===== src/rtl/bist6_engine.sv =====
// bist6_engine: 6-bit pattern BIST sequencer.
// Drives stim = idx and checks resp == ~stim after a settle window.
module bist6_engine #(
    parameter int PAT_NUM = 64,
    parameter int SETTLE  = 1
) (
    input  logic       clk,
    input  logic       rst,
    input  logic       start,
    output logic [5:0] stim,
    input  logic [5:0] resp,
    output logic       busy,
    output logic       done,
    output logic       pass,
    output logic [6:0] pass_cnt,
    output logic [5:0] fail_idx,
    output logic [5:0] fail_exp,
    output logic [5:0] fail_got
);

    typedef enum logic [1:0] {
        S_IDLE,
        S_SETTLE,
        S_CHECK,
        S_DONE
    } state_t;

    localparam logic [5:0] LAST_IDX = 6'(PAT_NUM - 1);
    localparam logic [3:0] SET_LD   = 4'(SETTLE - 1);

    state_t     state;
    state_t     state_nxt;
    logic [5:0] idx;
    logic [3:0] settle_cnt;
    logic       match;
    logic       last;

    // The pattern is the index itself, so stim always tracks idx.
    assign stim  = idx;
    assign match = (resp == ~idx);
    assign last  = (idx == LAST_IDX);

    // State register; reset overrides any run in progress.
    always_ff @(posedge clk) begin
        if (rst) begin
            state <= S_IDLE;
        end else begin
            state <= state_nxt;
        end
    end

    // Next-state decode.
    always_comb begin
        state_nxt = state;
        unique case (state)
            S_IDLE, S_DONE: begin
                if (start) begin
                    state_nxt = S_SETTLE;
                end
            end
            S_SETTLE: begin
                if (settle_cnt == 4'd0) begin
                    state_nxt = S_CHECK;
                end
            end
            S_CHECK: begin
                if (match && !last) begin
                    state_nxt = S_SETTLE;
                end else begin
                    state_nxt = S_DONE;
                end
            end
            default: begin
                state_nxt = S_IDLE;
            end
        endcase
    end

    // Status outputs are pure functions of the state.
    always_comb begin
        busy = 1'b0;
        done = 1'b0;
        unique case (1'b1)
            (state == S_SETTLE),
            (state == S_CHECK): busy = 1'b1;
            (state == S_DONE):  done = 1'b1;
            default: begin
                busy = 1'b0;
                done = 1'b0;
            end
        endcase
    end

    // Run datapath: index, settle timer, result and first-failure capture.
    always_ff @(posedge clk) begin
        if (rst) begin
            idx        <= '0;
            settle_cnt <= '0;
            pass       <= 1'b0;
            pass_cnt   <= '0;
            fail_idx   <= '0;
            fail_exp   <= '0;
            fail_got   <= '0;
        end else begin
            unique case (state)
                S_IDLE, S_DONE: begin
                    if (start) begin
                        idx        <= '0;
                        settle_cnt <= SET_LD;
                        pass       <= 1'b0;
                        pass_cnt   <= '0;
                        fail_idx   <= '0;
                        fail_exp   <= '0;
                        fail_got   <= '0;
                    end
                end
                S_SETTLE: begin
                    if (settle_cnt != 4'd0) begin
                        settle_cnt <= settle_cnt - 4'd1;
                    end
                end
                S_CHECK: begin
                    if (match) begin
                        pass_cnt <= pass_cnt + 7'd1;
                        if (last) begin
                            pass <= 1'b1;
                        end else begin
                            idx        <= idx + 6'd1;
                            settle_cnt <= SET_LD;
                        end
                    end else begin
                        fail_idx <= idx;
                        fail_exp <= ~idx;
                        fail_got <= resp;
                        pass     <= 1'b0;
                    end
                end
                default: begin
                    idx <= idx;
                end
            endcase
        end
    end

endmodule


===== config.mk =====
export PLATFORM = sky130hd
export DESIGN_NAME = bist6_engine
export DESIGN_NICKNAME = d
export VERILOG_FILES = /design/src/rtl/bist6_engine.sv
export SDC_FILE = /design/constraint.sdc
export NUM_CORES = 1
export LEC_CHECK = 0
export BUFFER_PORTS_ARGS = -buffer_cell sky130_fd_sc_hd__buf_2
export CAP_MARGIN = 20
export CORE_AREA = 2 2 64 66
export CTS_CLUSTER_DIAMETER = 120
export CTS_CLUSTER_SIZE = 20
export DETAILED_ROUTE_END_ITERATION = 7
export DIE_AREA = 0 0 66 68
export PLACE_DENSITY = 0.72
export SYNTH_ARGS = -nofsm -noshare
export SYNTH_HDL_FRONTEND = slang
export SYNTH_SLANG_ARGS = --single-unit

===== constraint.sdc =====
create_clock -name clk -period 2.35 [get_ports clk]
set_clock_uncertainty 0.1 [all_clocks]
set_input_delay 0.5875 -clock clk [delete_from_list [all_inputs] [get_ports clk]]
set_output_delay 0.5875 -clock clk [all_outputs]
set_load 0.005 [all_outputs]

# --- Yosys cells after proc, flatten, opt, wreduce, memory -nomap -nowiden ---
# Cells that the tools add are included.
totals:
  register_bits: 38
  input_bits: 9
  output_inout_bits: 34
  wordCells: 66
op_classes:
  n_addsub: 3
  eq_ne: 12
  n_mux: 28
  bitwise_logic: 1
  reduce_logical: 14
ops:
  columns: ["op", "n"]
  rows:
  - ["one-hot mux 6 bit (2 select lines)", 4]
  - ["two-way mux 6 bit", 6]
  - ["two-way mux 4 bit", 4]
  - ["two-way mux 7 bit", 2]
  - ["one-hot mux 7 bit (2 select lines)", 1]
  - ["one-hot mux 4 bit (3 select lines)", 1]
  - ["!= test 2 bit (second input constant)", 5]
  - ["AND reduction 3 bit", 3]
  - ["AND reduction 4 bit", 2]
  - ["adder 7 x 1 -> 7 bit (second input constant)", 1]
  - ["adder 6 x 1 -> 6 bit (second input constant)", 1]
  - ["== test 6 bit", 1]
  - ["== test 6 bit (second input constant)", 1]
  - ["two-way mux 2 bit", 3]
  - ["NOT 6 bit", 1]
  - ["one-hot mux 2 bit (3 select lines)", 1]
  - ["two-way mux 1 bit", 5]
  - ["== test 2 bit (second input constant)", 2]
  - ["zero test 4 bit", 1]
  - ["nonzero test 4 bit", 1]
  - ["OR reduction 2 bit", 2]
  - ["subtractor 4 x 1 -> 4 bit (second input constant)", 1]
  - ["!= test 3 bit (second input constant)", 1]
  - ["== test 2 x 1 -> 1 bit (second input constant)", 1]
  - ["other kinds (7)", 7]

# --- Longest topological paths before layout ---
logic_depth:
  depth_word: 5
  ltp_mapped: 8

# --- Least setup slack after synthesis ---
# Ideal clock, no wire load.
synth_path:
  path_kind: "reg-to-reg"
  start: "register state[0]"
  end: "register pass_cnt[6]"
  setup_time_ps: 72
  arrival_ps: 1991
  path_slack_ps: 187
  stages_incl_launch_ff: 9
  path_buffers: 1
  period_less_slack_ps: 2163
  cell_sequence: "dfxtp_1 > inv_1 > ha_1 > buf_2 > mux2_2 > and3_1 > nand2_1 > or4_1 > a21oi_1"
synth_between:
  elab_chain_len: 4
  elab_cells_between_ends: 9
  classes_between: "4 x eq/ne; 1 x mux; 4 x reduce/logical"
synth_lines:
  columns: ["item", "line", "source"]
  rows:
  - ["start, declared", "31", "state_t state;"]
  - ["start signal, assigned", "48", "state <= state_nxt;"]
  - ["== test 2 bit or zero test 2 bit (tied branches)", "105", "unique case (state)"]
  - ["OR reduction 2 bit", "105", null]
  - ["!= test 2 bit (no source line) or nonzero test 2 bit (tied branches)", null, null]
  - ["AND reduction 3 bit (no source line)", null, null]
  - ["end signal, assigned", "124", "pass_cnt <= pass_cnt + 7'd1;"]
  - ["end, declared", "15", "output logic [6:0] pass_cnt,"]
# Parallel ways exist; a longest one is shown, timed or not.
# A chain may end at the register's enable or synchronous reset.

# --- Worst setup path in the final report ---
# Same ends and word-level chain as after synthesis.

==> metrics.cfg <==
[yosys]
synth.avg_cell_area_um2=9.26
number_of_distinct_standard_cells_referenced_by_the_synthesized_netlist=40
syn-instance-count=195
ys.warnings.count=0
synth_edf_count=0
mapped_nets=212
synth-async-reset-ratio_pct=0
mappedNetlistArea_mm2=0.00181
synth-seq-cells=38
sequential_to_total_area_share_from_yosys_stat_pct=42.1
postSynth.topFlopCell=dfxtp_1

[flow_run]
timing.max_cap.violations=0

[drt]
viasPerCell=5.59
route.final.wire_length_um=4410
final_antenna_net_count=0
detailedRoute.firstIterationViolations=75
detailedRoute.firstPassIterationCount=4
dr_total_vias=1671
routed_length_per_instance_um=14.8
route.detailed.drc=0

[power_and_ir_drop]
power_mw=1.51
powerDensity_mw_per_mm2=670
ir_worst_vdd_uv=315
leakage_nw=0.952

[hold_path]
hold_path_startpoint=fail_exp[3]$_SDFFE_PP0P_
hold_path.class=flip-flop to flip-flop
whs_endpoint=fail_exp[3]$_SDFFE_PP0P_
worstHoldPathCells=1

[finish]
area_overhead_of_the_layout_relative_to_synthesis_pct=25.0
fillCellCount=350
num_antenna_cells=0
layout-drive-gt1-share_pct=28.1
finish.net_count=265
layout.cells.most_common=buf_2
commonest_non_fill_non_tap_cells_in_the_layout=buf_2, dfxtp_1, nand2_1

[setup_path]
worst_path_largest_cell_delay_ns=0.47
critical-path-slowest-cell=or4_1
end_kind=flip-flop
timing.critical_path.required_ns=2.49
critical_path.cell_chain=inv_1 -> ha_1 -> mux2_2 -> and3_1 -> nand2_1 -> or4_1 -> a21oi_1
cp_top_family=simple AND/OR/NAND/NOR gates
critical_path.reg2reg.endpoint=pass_cnt[6]$_SDFFE_PP0P_
r2r_setup_slack_ns=0.13
largest_driver_fanout_on_the_critical_path=7
timing.rr.start=state[0]$_SDFFE_PP0P_
timing.critical_path.buf_inv=1
critPathLaunchType=flip-flop
criticalPathCategory=flip-flop to flip-flop
cp.arrival_ns=2.36
r2r.worst_path.cells=7

[clocking]
clk-insertion-delay-late_ns=0.31
clk_root_buffer_cell=clkbuf_8
clk_path_buf_depth=2
tritoncts=built
cts.sinks=38
cts_made_buffers=5
clkSlewWorstSetupHoldPaths_ns=0.09
cts_htree_levels=2

[sta]
drv_slew=0
finalHoldViolCount=0
slew-limit-headroom_pct=46.5
rsz_0062_raised_after_global_routing=no
worst_max_slew_pin_slew_ns=0.803
finalSetupViolations=0
fin_crit_ns=2.22
fin_worst_hold_slack_ns=0.360
timing.fmax_mhz=451
fin_setup_tns_ns=0
post-route-period-util_pct=94.4

[place]
finalWeightedCongestion=0.823
hpwlAfterDp_um=3140
port-buffer-count=42

[grt]
grt_first_pass_wirelength_um=7020
grt_pass1_vias=1532
grt-ovfl-total=0
gr-usage-all-layers_pct=20.7
initial_antenna_violation_count=0
grt_start_max_net_pins=20

[floorplan]
effective_utilization_at_floorplan_pct=46.8
placementRows=23
chipWidth_um=66
io_pins=43
floorplan.die_area_mm2=0.00449
core_area_mm2=0.00386
die_height_um=68

[status]
status=completed

## cell type report
cell class | instances | area (um2) | area share (%)
clock buffer | 5 | 68.8 | 3.05
clock inverter | 3 | 45.0 | 2.00
inverter | 10 | 37.5 | 1.66
multi-input combinational | 138 | 962 | 42.6
sequential | 38 | 761 | 33.7
tap | 50 | 62.6 | 2.77
timing repair buffer | 55 | 320 | 14.2
## cells in the mapped netlist, types with 3 or more instances
cell / n / area share (%)
a211oi_1: 4 / 1.7
a21oi_1: 10 / 2.8
a22o_1: 13 / 6.3
and2_1: 3 / 1.0
buf_2: 5 / 1.4
buf_4: 3 / 1.2
dfxtp_1: 38 / 42
ha_1: 8 / 5.5
inv_1: 9 / 1.9
nand2_1: 21 / 4.4
nand3_1: 8 / 2.2
nor2_1: 8 / 1.7
o211ai_1: 5 / 2.1
o21ai_0: 7 / 1.9
o2bb2ai_1: 6 / 2.9
o31ai_1: 4 / 1.7
o41ai_1: 3 / 1.5
or3_1: 3 / 1.0
or4_1: 3 / 1.2
xnor2_1: 6 / 2.9
## sequential cells by signal (all words and copies together) (netlist names)
| register | flops |
|---|---|
| state | 2 |
| fail_got | 6 |
| fail_exp | 6 |
| pass | 1 |
| stim | 6 |
| fail_idx | 6 |
| settle_cnt | 4 |
| pass_cnt | 7 |
## logic make-up after synthesis
family                   Yosys count  synth area share, %
adder cells (fa/ha/maj)            8                 5.54
AND/OR/NAND/NOR                   58                 16.8
multiplexers                       3                 1.73
buffers and inverters             19                 4.92
XOR/XNOR                           6                 2.91
flip-flops                        38                 42.1
AO/OA/AOI/OAI                     63                 26.0
## stage by stage
stage | cell area, um2 | std cells | utilization (%) | worst slack, ns
floorplan | 1810 | 195 | - | 0.187
global placement | 2140 | 291 | 55.4 | 0.0501
detailed placement | 2140 | 291 | 55.4 | -0.00744
CTS | 2250 | 299 | 58.4 | 0.0792
global route | 2260 | 299 | 58.5 | 0.00147
finish | 2260 | 299 | 58.5 | 0.132
## power by group
| part | internal [mW] | total (mW) | switching, mW |
|---|---|---|---|
| clock network | 0.316 | 0.576 | 0.260 |
| registers | 0.659 | 0.671 | 0.0118 |
| logic | 0.107 | 0.266 | 0.159 |
| total | 1.08 | 1.51 | 0.431 |
## worst max path at each step
stage | start | end | cells after the start
final | state[0]$_SDFFE_PP0P_ | pass_cnt[6]$_SDFFE_PP0P_ | 7
after global routing | state[0]$_SDFFE_PP0P_ | settle_cnt[0]$_SDFFE_PP0P_ | 6
after CTS | state[0]$_SDFFE_PP0P_ | pass_cnt[2]$_SDFFE_PP0P_ | 5
after detailed placement | resp[4] | pass_cnt[6]$_SDFFE_PP0P_ | 6
after global placement | resp[4] | pass_cnt[6]$_SDFFE_PP0P_ | 6
after floorplan | state[0]$_SDFFE_PP0P_ | pass_cnt[6]$_SDFFE_PP0P_ | 8
## metal layers
layer  wire (um)  track usage (%)  vias to the layer above
li1            -                -                      828
met1        2040             26.3                      795
met2        2110             33.6                       43
met3         200             5.43                        5
met4          63             8.42                        0
met5           0                0                        -
## what timing repair did
item / CTS / global route
setup endpoints to repair: 0 / 17
hold buffers: 0 / 0
buffers inserted: 0 / 0
gates resized for setup: 0 / 2
(Power assumes the default switching activity.)
